$ cat src/rtl/mul_sequencer.sv
// mul_sequencer: iterative radix-2 shift-add multiplier controller for the
// execute stage. Accepts MUL / UMULL / SMULL, holds the pipeline via stall
// while iterating, then issues a one-cycle write-back on two register ports.
//
// Optional feature macro: MUL_EARLY_TERM_EN
//   defined   -> ITER ends once the remaining multiplier is zero (min 1 iter)
//   undefined -> ITER always runs WIDTH iterations
//
// Ports:
//   clk, reset          clock, asynchronous active-low reset
//   start, op           request and operation (00 MUL, 01 UMULL, 10 SMULL, 11 MUL)
//   src_a, src_b        multiplicand (Rm), multiplier (Rs)
//   wa_lo, wa_hi        destination registers for low / high product word
//   flush               abort current or requested operation
//   stall               combinational pipeline hold request
//   done, we            registered write-back strobe and port enables
//   wa3, wa3_2          registered write addresses for port 1 / port 2
//   result_lo/hi        registered product words
module mul_sequencer #(
    parameter int unsigned WIDTH = 32
) (
    input  logic             clk,
    input  logic             reset,
    input  logic             start,
    input  logic [1:0]       op,
    input  logic [WIDTH-1:0] src_a,
    input  logic [WIDTH-1:0] src_b,
    input  logic [3:0]       wa_lo,
    input  logic [3:0]       wa_hi,
    input  logic             flush,
    output logic             stall,
    output logic             done,
    output logic [1:0]       we,
    output logic [3:0]       wa3,
    output logic [3:0]       wa3_2,
    output logic [WIDTH-1:0] result_lo,
    output logic [WIDTH-1:0] result_hi
);

    localparam int unsigned PW    = 2 * WIDTH;
    localparam int unsigned CNT_W = (WIDTH > 1) ? $clog2(WIDTH) : 1;

    typedef enum logic [1:0] {
        S_IDLE = 2'd0,
        S_ITER = 2'd1,
        S_FIX  = 2'd2,
        S_DONE = 2'd3
    } state_t;

    state_t             r_state;
    state_t             w_state_nxt;
    logic               w_load;
    logic               w_iter;
    logic               w_fix;
    logic               w_last;

    logic [PW-1:0]      r_mcand;
    logic [WIDTH-1:0]   r_mplier;
    logic [PW-1:0]      r_acc;
    logic [CNT_W-1:0]   r_cnt;
    logic               r_sign;
    logic               r_long;
    logic [3:0]         r_wa_lo;
    logic [3:0]         r_wa_hi;

    logic               w_signed;
    logic               w_long;
    logic [WIDTH-1:0]   w_abs_a;
    logic [WIDTH-1:0]   w_abs_b;
    logic [WIDTH-1:0]   w_mplier_nxt;
    logic [PW-1:0]      w_acc_sum;
    logic [PW-1:0]      w_prod;
    logic [1:0]         w_we_val;

    // Operand decode: SMULL works on magnitudes and fixes the sign afterwards.
    assign w_signed = (op == 2'b10);
    assign w_long   = (op == 2'b01) || (op == 2'b10);
    assign w_abs_a  = (w_signed && src_a[WIDTH-1]) ? WIDTH'(~src_a + 1'b1) : src_a;
    assign w_abs_b  = (w_signed && src_b[WIDTH-1]) ? WIDTH'(~src_b + 1'b1) : src_b;

    // One shift-add step and the final sign correction.
    assign w_mplier_nxt = r_mplier >> 1;
    assign w_acc_sum    = r_mplier[0] ? PW'(r_acc + r_mcand) : r_acc;
    assign w_prod       = r_sign ? PW'(~r_acc + 1'b1) : r_acc;

    // Long op to a single register writes only the high word.
    assign w_we_val = !r_long ? 2'b01 : ((r_wa_lo == r_wa_hi) ? 2'b10 : 2'b11);

`ifdef MUL_EARLY_TERM_EN
    assign w_last = (w_mplier_nxt == '0) || (r_cnt == CNT_W'(WIDTH - 1));
`else
    assign w_last = (r_cnt == CNT_W'(WIDTH - 1));
`endif

    // Stall is forced low while reset is asserted so a mid-operation reset
    // drops the hold immediately.
    assign stall = reset && (((r_state == S_IDLE) && start && !flush) ||
                             (r_state == S_ITER) || (r_state == S_FIX));

    // State register.
    always_ff @(posedge clk or negedge reset) begin
        if (!reset) begin
            r_state <= S_IDLE;
        end else begin
            r_state <= w_state_nxt;
        end
    end

    // Next-state and datapath control; flush overrides every transition.
    always_comb begin
        w_state_nxt = r_state;
        w_load      = 1'b0;
        w_iter      = 1'b0;
        w_fix       = 1'b0;
        case (r_state)
            S_IDLE: begin
                if (start) begin
                    w_state_nxt = S_ITER;
                    w_load      = 1'b1;
                end
            end
            S_ITER: begin
                w_iter = 1'b1;
                if (w_last) begin
                    w_state_nxt = S_FIX;
                end
            end
            S_FIX: begin
                w_fix       = 1'b1;
                w_state_nxt = S_DONE;
            end
            S_DONE: begin
                w_state_nxt = S_IDLE;
            end
            default: begin
                w_state_nxt = S_IDLE;
            end
        endcase
        if (flush) begin
            w_state_nxt = S_IDLE;
            w_load      = 1'b0;
            w_iter      = 1'b0;
            w_fix       = 1'b0;
        end
    end

    // Datapath and registered write-back outputs.
    always_ff @(posedge clk or negedge reset) begin
        if (!reset) begin
            r_mcand   <= '0;
            r_mplier  <= '0;
            r_acc     <= '0;
            r_cnt     <= '0;
            r_sign    <= 1'b0;
            r_long    <= 1'b0;
            r_wa_lo   <= '0;
            r_wa_hi   <= '0;
            done      <= 1'b0;
            we        <= 2'b00;
            wa3       <= '0;
            wa3_2     <= '0;
            result_lo <= '0;
            result_hi <= '0;
        end else begin
            if (w_load) begin
                r_mcand  <= PW'(w_abs_a);
                r_mplier <= w_abs_b;
                r_acc    <= '0;
                r_cnt    <= '0;
                r_sign   <= w_signed && (src_a[WIDTH-1] ^ src_b[WIDTH-1]);
                r_long   <= w_long;
                r_wa_lo  <= wa_lo;
                r_wa_hi  <= wa_hi;
            end else if (w_iter) begin
                r_acc    <= w_acc_sum;
                r_mcand  <= PW'(r_mcand << 1);
                r_mplier <= w_mplier_nxt;
                r_cnt    <= CNT_W'(r_cnt + 1'b1);
            end else if (w_fix) begin
                r_acc    <= w_prod;
            end

            done <= w_fix;
            we   <= w_fix ? w_we_val : 2'b00;
            if (w_fix) begin
                wa3       <= r_wa_lo;
                wa3_2     <= r_wa_hi;
                result_lo <= w_prod[WIDTH-1:0];
                result_hi <= w_prod[PW-1:WIDTH];
            end
        end
    end

endmodule

$ cat config.mk
export PLATFORM = sky130hd
export DESIGN_NAME = mul_sequencer
export DESIGN_NICKNAME = d
export VERILOG_FILES = /design/src/rtl/mul_sequencer.sv
export SDC_FILE = /design/constraint.sdc
export NUM_CORES = 1
export LEC_CHECK = 0
export CAP_MARGIN = 15
export CORE_MARGIN = 2
export CORE_UTILIZATION = 64
export CTS_BUF_LIST = sky130_fd_sc_hd__clkbuf_16
export DETAILED_ROUTE_END_ITERATION = 10
export PLACE_DENSITY = 0.95
export SETUP_SLACK_MARGIN = 0.3
export SYNTH_ARGS = -nofsm -noshare
export SYNTH_HDL_FRONTEND = slang
export SYNTH_SLANG_ARGS = --single-unit
$ cat constraint.sdc
create_clock -name clk -period 6.7 [get_ports clk]
set_input_delay 1.34 -clock clk [delete_from_list [all_inputs] [get_ports clk]]
set_output_delay 1.34 -clock clk [all_outputs]
set_load 0.1 [all_outputs]
**After elaboration in Yosys (flattened, before gate mapping)**

Index checks and enable logic that the tools add are counted.

- Flip-flop bits (word level): 252
- Bits of input ports: 78
- Output and inout port bits: 76
- Logic and storage cells: 76

- Add/sub/neg operators: 5
- Eq/ne operators: 10
- Muxes and demuxes: 27
- Bitwise logic cells: 4
- Reduce and logical (&&, ||, !) cells: 15

Operators by type and width:

| cell | count |
|---|---|
| two-way mux 64 bit | 7 |
| two-way mux 32 bit | 4 |
| adder 32 x 1 -> 32 bit, second input constant | 2 |
| adder 64 x 1 -> 64 bit, second input constant | 1 |
| adder 64 bit | 1 |
| NOT 32 bit | 2 |
| NOT 64 bit | 1 |
| two-way mux 2 bit | 5 |
| two-way mux 5 bit | 2 |
| two-way mux 1 bit | 8 |
| case mux 2 bit (4 select lines) | 1 |
| equality test 2 bit, second input constant | 3 |
| logical AND 1 bit | 6 |
| inequality test 3 bit, second input constant | 2 |
| adder 5 x 1 -> 5 bit, second input constant | 1 |
| equality test 5 bit, second input constant | 1 |
| equality test 2 x 1 -> 1 bit, second input constant | 2 |
| equality test 4 bit | 1 |
| AND reduction 2 bit | 2 |
| logical OR 1 bit | 3 |
| inequality test 3 x 2 -> 1 bit, second input constant | 1 |
| nonzero test 3 bit | 1 |
| logical NOT 2 bit | 1 |
| nonzero test 2 bit | 1 |
| 2 further kinds | 2 |

**Depth between registers and ports, before layout**

Gate-level depths: netlist of run 1.

- Word-level depth: 6
- Depth in mapped cells: 15
- Mapped depth without buffers: 15

**Least setup slack after synthesis of run 1**

Ideal clock, no wire load.

- Path type: input to output
- From: input start
- To: output stall
- Arrival: 2.659 ns
- Data required time: 5.360 ns
- Setup slack: 2.701 ns
- Cell stages on the path: 4
- Path buffers: 1
- Cells stage by stage: nand2_1 nor2_1 clkbuf_1 o31a_1

- Word-level cells in the longest chain between the ends: 5

RTL lines:

| what | line | text |
|---|---|---|
| start: declaration | 24 | `input logic start,` |
| logical AND 1 bit (2 in a row) | 97 | `assign stall = reset && (((r_state == S_IDLE) && start && !flush) \|\|` |
| logical OR 1 bit | 97 |  |
| logical OR 1 bit | 98 | `(r_state == S_ITER) \|\| (r_state == S_FIX));` |
| logical AND 1 bit | 97 |  |
| end: declaration | 31 | `output logic stall,` |

Every way passes these cells.

**Worst setup path after layout of run 1**

- From: input flush
- To: output stall

- Word-level cells in the longest chain between the ends: 5

RTL lines:

| what | line | text |
|---|---|---|
| start: declaration | 30 | `input logic flush,` |
| logical NOT 1 bit | 97 |  |
| logical AND 1 bit | 97 |  |
| logical OR 1 bit | 97 |  |
| logical OR 1 bit | 98 |  |
| logical AND 1 bit | 97 |  |

Every way passes these cells.

==> results.py, run 1 <==
metrics = {
    "layout": {
        "nets": 2350,
        "antenna_cells": 0,
        "area_delta_synth_final_pct": 14.4,
        "instances_no_fill": 2552,
        "design_area_sq_um": 19500,
        "drive_above_1_share_pct": 5.23,
        "post-route-util_pct": 74.6,
        "ff_latch_area_sq_um": 6310,
        "nFillCells": 1901,
        "multi_input_area_sq_um": 10100,
    },
    "synth": {
        "synth_nets": 2274,
        "ys_ff_latch": 252,
        "synth_top_area_cell": "dfrtp_1",
        "synth.avg_cell_area_sq_um": 8.03,
        "yosysSeqAreaShare_pct": 37.0,
        "synth_area_leaders": "dfrtp_1, nand2_1, o21ai_0",
        "syn_area_sq_um": 17000,
        "ys.warnings.count": 0,
        "ys_async_sr_fraction_pct": 100,
        "synth_cell_types": 83,
        "synth.top_cell.area_share_pct": 37.0,
        "ys.flop_type": "dfrtp_1",
        "synth_edf_count": 0,
        "syn_inst": 2123,
    },
    "grt": {
        "grt_pass1_wl_microns": 78900,
        "grt-ovfl-total": 0,
        "first_global_vias": 15000,
        "grt_max_degree": 130,
        "antenna_found_initial": 0,
        "gr-usage-all-layers_pct": 34.5,
    },
    "clock_network": {
        "clkSlewWorstSetupHoldPaths_ps": 60,
        "cts_tree": "built",
        "post_cts_buffers": 0,
        "cts_resized": 0,
        "numCtsBuffers": 27,
        "cts_buffer_depth": 3,
        "hold_buffers": 0,
        "clock_latency_ps": 550,
        "cts-htree-levels": 1,
        "cts_root_buf": "clkbuf_16",
        "cts.sinks": 252,
    },
    "floorplan": {
        "die_h_microns": 167,
        "fp.dieW_microns": 167,
        "io_pins": 154,
        "rows": 59,
        "start_util_pct": 65.2,
        "dieArea_sq_um": 28000,
        "fp.coreArea_sq_um": 26100,
    },
    "power_and_ir_drop": {
        "swShare_pct": 53.4,
        "comb_power_share_pct": 58.7,
        "p_leak_uw": 0.00860,
        "power_frac_clock_pct": 14.2,
        "switching_power_uw": 5580,
        "power_density_nw_per_um2": 535,
        "pwr-share-seq_pct": 27.1,
        "max-vdd-ir-drop_mv": 0.331,
        "p_int_uw": 4860,
    },
    "setup_path": {
        "crit_family": "buffers and inverters",
        "cp_max_fo": 7,
        "worst-setup-path-type": "in -> out",
        "crit_arrival_ps": 3390,
        "crit_path_end_kind": "output pin",
        "crit_path_max_incr_delay_ps": 1130,
        "slowest_stage": "clkdlybuf4s50_1",
        "worstSetupStartpointType": "input port",
        "path_buf_inv": 2,
        "cpMostUsedCell": "clkdlybuf4s50_1",
        "required_ps": 5360,
        "cp_cell_sequence": "clkdlybuf4s50_1 > nor2_4 > o31a_1 > clkdlybuf4s50_1",
    },
    "place": {
        "gp_congestion": 0.983,
        "port_buffers": 153,
        "dp_hpwl_microns": 34900,
        "placed_area_sq_um": 18600,
        "place_ws_ps": 1980,
        "dp.cells": 2505,
    },
    "routing": {
        "antenna_left": 0,
        "vias": 16500,
        "firstDrtPassIters": 9,
        "detail_route.vias_per_cell": 6.46,
        "routed_wl_microns": 49200,
        "drc": 8,
        "routedWlPerCell_microns": 19.3,
        "drt_iter0_markers": 2018,
    },
    "sta": {
        "worst_slack_ps": 1970,
        "worst_pin_slew_ps": 1130,
        "max_freq_mhz": 211,
        "finalCriticalPeriod_ps": 4730,
        "max_slew_margin_pct": 24.5,
        "tns_ps": 0,
        "setup_violations": 0,
        "rsz0062_at_grt": "no",
        "slew_viol_final": 0,
        "post-route-period-util_pct": 70.6,
        "hold_viol": 0,
        "finClkSkew_ps": 11.5,
    },
    "run_status": {
        "status": "finished with violations",
        "violations": "design-rule violations",
    },
    "min_path": {
        "hp-class": "reg -> reg",
    },
    "run": {
        "max-cap-violations": 0,
    },
}
layout by cell type (no fill, tap or decap), types with 9 or more instances in the layout:
cell / instances
a21o_2: 9
nand4_1: 14
o21bai_1: 11
nor2b_1: 12
inv_1: 45
buf_4: 15
nand3_1: 23
clkdlybuf4s50_1: 152
a21oi_1: 167
dfrtp_1: 252
nor4_1: 12
and3_1: 11
xor2_1: 94
clkbuf_16: 27
or3_1: 16
ha_1: 72
o21ai_0: 195
o31ai_1: 23
a22oi_1: 13
or2_2: 9
o41ai_1: 13
o21a_1: 12
nor3_1: 63
xnor2_1: 91
nor2_1: 162
nand2_1: 440
a31oi_1: 80
a21o_1: 44
through the flow:
| step | total power (uW) | hold WS [ps] |
|---|---|---|
| after global routing | 11000 | 499 |
| after CTS | 10300 | 482 |
| after global placement | 8580 | 460 |
| after detailed placement | 8770 | 469 |
| after floorplan | 7270 | 447 |
| final | 10400 | 478 |
sequential cells by signal, summed over array words and instances, names as in the netlist, 2 cells and up:
signal,cells
we,2
r_cnt,5
r_state,2
r_acc,64
result_hi,32
r_mplier,32
wa3_2,4
r_mcand,64
r_wa_hi,4
wa3,4
result_lo,32
r_wa_lo,4
kinds of logic (layout without fill, tap and decap cells):
group,Yosys count,after routing,synth area share [%]
AOI/OAI and AO/OA,633,633,22.9
xor gates and xnor gates,185,185,9.51
adders and majority gates,73,73,5.40
buffers and inverters,165,259,4.02
DFF,252,252,37.0
muxes,4,4,0.235
and+or+nand+nor,811,811,20.9
worst paths after layout:
path                                     from             to  slack [ps]  cells after the start
worst max-delay path                    flush          stall        1970                      4
worst max register to register       r_acc[0]      r_acc[50]        2680                     15
min in group asynchronous               reset    r_mcand[10]         670                      1
max in group asynchronous               reset   result_hi[9]        3950                      3
worst min-delay path            result_lo[24]  result_lo[24]         480                      2
worst min register to register  result_lo[24]  result_lo[24]         480                      2
power by group through the flow:
stage               registers, uW  clock network (uW)  logic [uW]
finish                       2830                1480        6120
global route                 2880                1550        6570
CTS                          2780                1490        6040
detailed placement           2800                   0        5980
global placement             2760                   0        5830
floorplan                    4010                   0        3260
worst reg2reg max path: cells and delay by family (launching register included):
kind / cells / cell delay [ps]
compound gates: 9 / 1970
fa+ha+maj: 2 / 620
buf+inv: 1 / 60
flops: 1 / 470
simple gates: 2 / 530
xor+xnor: 1 / 230
cells in the mapped netlist, types with 8 or more instances:
| cell type | count |
|---|---|
| o21bai_1 | 11 |
| nor4_1 | 12 |
| a21o_2 | 9 |
| and3_1 | 11 |
| o21ai_0 | 195 |
| a22oi_1 | 13 |
| dfrtp_1 | 252 |
| nand2b_1 | 10 |
| o22ai_1 | 8 |
| or2_2 | 10 |
| xnor2_1 | 91 |
| nor2_1 | 163 |
| o41ai_1 | 13 |
| o31ai_1 | 23 |
| ha_1 | 72 |
| buf_1 | 14 |
| a21o_1 | 44 |
| a31oi_1 | 80 |
| inv_1 | 43 |
| xor2_1 | 94 |
| and2_1 | 8 |
| clkbuf_1 | 92 |
| nor3_1 | 63 |
| o21a_1 | 12 |
| nand4_1 | 14 |
| nand2_1 | 440 |
| or3_1 | 16 |
| nor2b_1 | 13 |
| a21oi_1 | 167 |
| nand3_1 | 23 |
layer usage:
metal	part of all wire, %	vias up	wire length, microns	global-route usage (%)
met2	43	957	21200	51.9
li1	-	7597	-	-
met1	43	7851	21000	51.8
met3	12	89	6030	6.55
met5	0	-	0	0
met4	1.9	0	918	8.09
area by class of cell:
| class | instances | share of cell area [%] |
|---|---|---|
| timing repair buffer | 168 | 8.46 |
| sequential | 252 | 32.3 |
| tap | 335 | 2.15 |
| clock buffer | 27 | 3.47 |
| multi-input combinational | 1706 | 51.8 |
| clock inverter | 20 | 0.931 |
| inverter | 44 | 0.847 |
Note: power is estimated with default switching activity, not from simulation.
==> run 2: changes to the inputs <==
--- a/config.mk
+++ b/config.mk
@@ -7,10 +7,10 @@
 export LEC_CHECK = 0
 export CAP_MARGIN = 15
 export CORE_MARGIN = 2
-export CORE_UTILIZATION = 64
+export CORE_UTILIZATION = 59
 export CTS_BUF_LIST = sky130_fd_sc_hd__clkbuf_16
 export DETAILED_ROUTE_END_ITERATION = 10
-export PLACE_DENSITY = 0.95
+export PLACE_DENSITY = 0.9
 export SETUP_SLACK_MARGIN = 0.3
 export SYNTH_ARGS = -nofsm -noshare
 export SYNTH_HDL_FRONTEND = slang
==> constraint.sdc (replaced) <==
create_clock -name clk -period 4.61 [get_ports clk]
set_input_delay 0.922 -clock clk [delete_from_list [all_inputs] [get_ports clk]]
set_output_delay 0.922 -clock clk [all_outputs]
set_load 0.1 [all_outputs]
==> results.py, run 2 (synthesis results as in run 1) <==
metrics = {
    "sta": {
        "max_slew_margin_pct": 24.6,
        "slew_viol_final": 0,
        "max_freq_mhz": 261,
        "hold_viol": 0,
        "finalCriticalPeriod_ps": 3830,
        "finClkSkew_ps": 12.5,
        "setup_violations": 0,
        "post-route-period-util_pct": 83.1,
        "rsz0062_at_grt": "no",
        "whs_ps": 272,
        "worst_pin_slew_ps": 1130,
        "tns_ps": 0,
    },
    "power_and_ir_drop": {
        "finalPower_uw": 14900,
        "power_density_nw_per_um2": 764,
        "p_leak_uw": 0.00857,
        "max-vdd-ir-drop_mv": 0.387,
    },
    "floorplan": {
        "dieArea_sq_um": 30300,
        "rows": 62,
        "start_util_pct": 59.7,
        "io_pins": 154,
        "fp.dieW_microns": 174,
        "die_h_microns": 174,
        "fp.coreArea_sq_um": 28500,
    },
    "run": {
        "max-cap-violations": 0,
    },
    "routing": {
        "routed_wl_microns": 47700,
        "antenna_left": 0,
        "drt_iter0_markers": 1703,
        "vias": 16100,
        "drc": 0,
        "detail_route.vias_per_cell": 6.18,
        "routedWlPerCell_microns": 18.3,
        "firstDrtPassIters": 5,
    },
    "clock_network": {
        "cts.sinks": 252,
        "numCtsBuffers": 25,
        "cts_buffer_depth": 3,
        "clock_latency_ps": 540,
        "post_cts_buffers": 0,
        "cts_resized": 0,
        "cts_tree": "built",
        "cts-htree-levels": 1,
        "hold_buffers": 0,
        "clkSlewWorstSetupHoldPaths_ps": 70,
        "cts_root_buf": "clkbuf_16",
    },
    "grt": {
        "antenna_found_initial": 1,
        "grt_max_degree": 153,
        "grt-ovfl-total": 0,
        "grt_pass1_wl_microns": 76600,
        "gr-usage-all-layers_pct": 30.9,
        "first_global_vias": 15000,
    },
    "setup_path": {
        "crit_path_end_kind": "register",
        "path_buf_inv": 2,
        "crit_path_max_incr_delay_ps": 900,
        "worstSetupStartpointType": "register",
        "cp_max_fo": 4,
        "worst-setup-path-type": "reg -> reg",
        "slowest_stage": "o41ai_1",
        "required_ps": 5100,
        "crit_arrival_ps": 4320,
        "crit_family": "compound AO/OA/AOI/OAI gates",
        "cp_cell_sequence": "buf_4 > inv_1 > ha_1 > nand3b_1 > or2_2 > nor3b_2 > nand3_2 > o41ai_1 > nor3_1 > a21oi_1 > o31ai_1 > a31oi_1 > o21a_1",
    },
    "place": {
        "gp_congestion": 0.964,
        "dp_hpwl_microns": 34700,
        "port_buffers": 153,
        "dp.cells": 2559,
    },
    "layout": {
        "reg.largest.list": "r_acc: 64 flops, r_mcand: 64 flops",
        "instances_no_fill": 2605,
        "drive_above_1_share_pct": 5.00,
        "nets": 2353,
        "layout_common_cells": "nand2_1, dfrtp_1, o21ai_0, a21oi_1, nor2_1",
        "area_delta_synth_final_pct": 14.4,
        "final_common_cell": "nand2_1",
    },
    "run_status": {
        "status": "finished, final reports clean",
    },
    "min_path": {
        "hp-class": "in -> async",
    },
}
## run 2: changes by cell type in the layout (fill, tap and decap cells not counted), sizes merged
cell	previous run	this run
diode	0	1
clkbuf	27	25
inv	47	50
clkdlybuf4s50	152	151
buf	16	22
clkinvlp	2	1
bufinv	3	1
## run 2: path summary, 6_finish.rpt
path	start	slack, ps	end	cells past startpoint
setup / recovery	r_acc[0]	780	r_acc[42]	13
hold / removal	reset	270	r_mplier[31]	1
setup reg to reg	r_acc[0]	780	r_acc[42]	13
hold reg to reg	result_hi[31]	480	result_hi[31]	2
max in group asynchronous	reset	3030	r_acc[28]	2
min in group clk	result_hi[31]	480	result_hi[31]	2
## run 2: layout make-up
type / instances / area [sq um]
clock inverter: 20 / 118
clock buffer: 25 / 626
tap: 384 / 480
sequential: 252 / 6310
timing repair buffer: 173 / 1700
antenna: 1 / 2.50
multi-input combinational: 1706 / 10100
inverter: 44 / 165
fill: 2288 / 9050
## run 2: per-layer routing
layer	part of all wire, %	wire length [microns]	GRT usage (%)
met4	2.3	1090	7.81
met2	43	20400	46.3
met1	44	20800	45.4
met5	0	0	0
met3	11	5360	7.22
## run 2: metrics by stage
stage          worst slack (ps)  util [%]  cell area [sq um]
2_1_floorplan              1360         -              17000
5_1_grt                     578      68.3              19500
4_1_cts                     940      68.3              19500
3_5_place_dp                603      65.7              18700
6_report                    779      68.3              19500
3_3_place_gp                651      65.7              18700
## run 2: power by group
group,switching [uW],internal (uW)
clock network,866,1040
logic,6130,2780
registers,976,3090
total,7980,6910
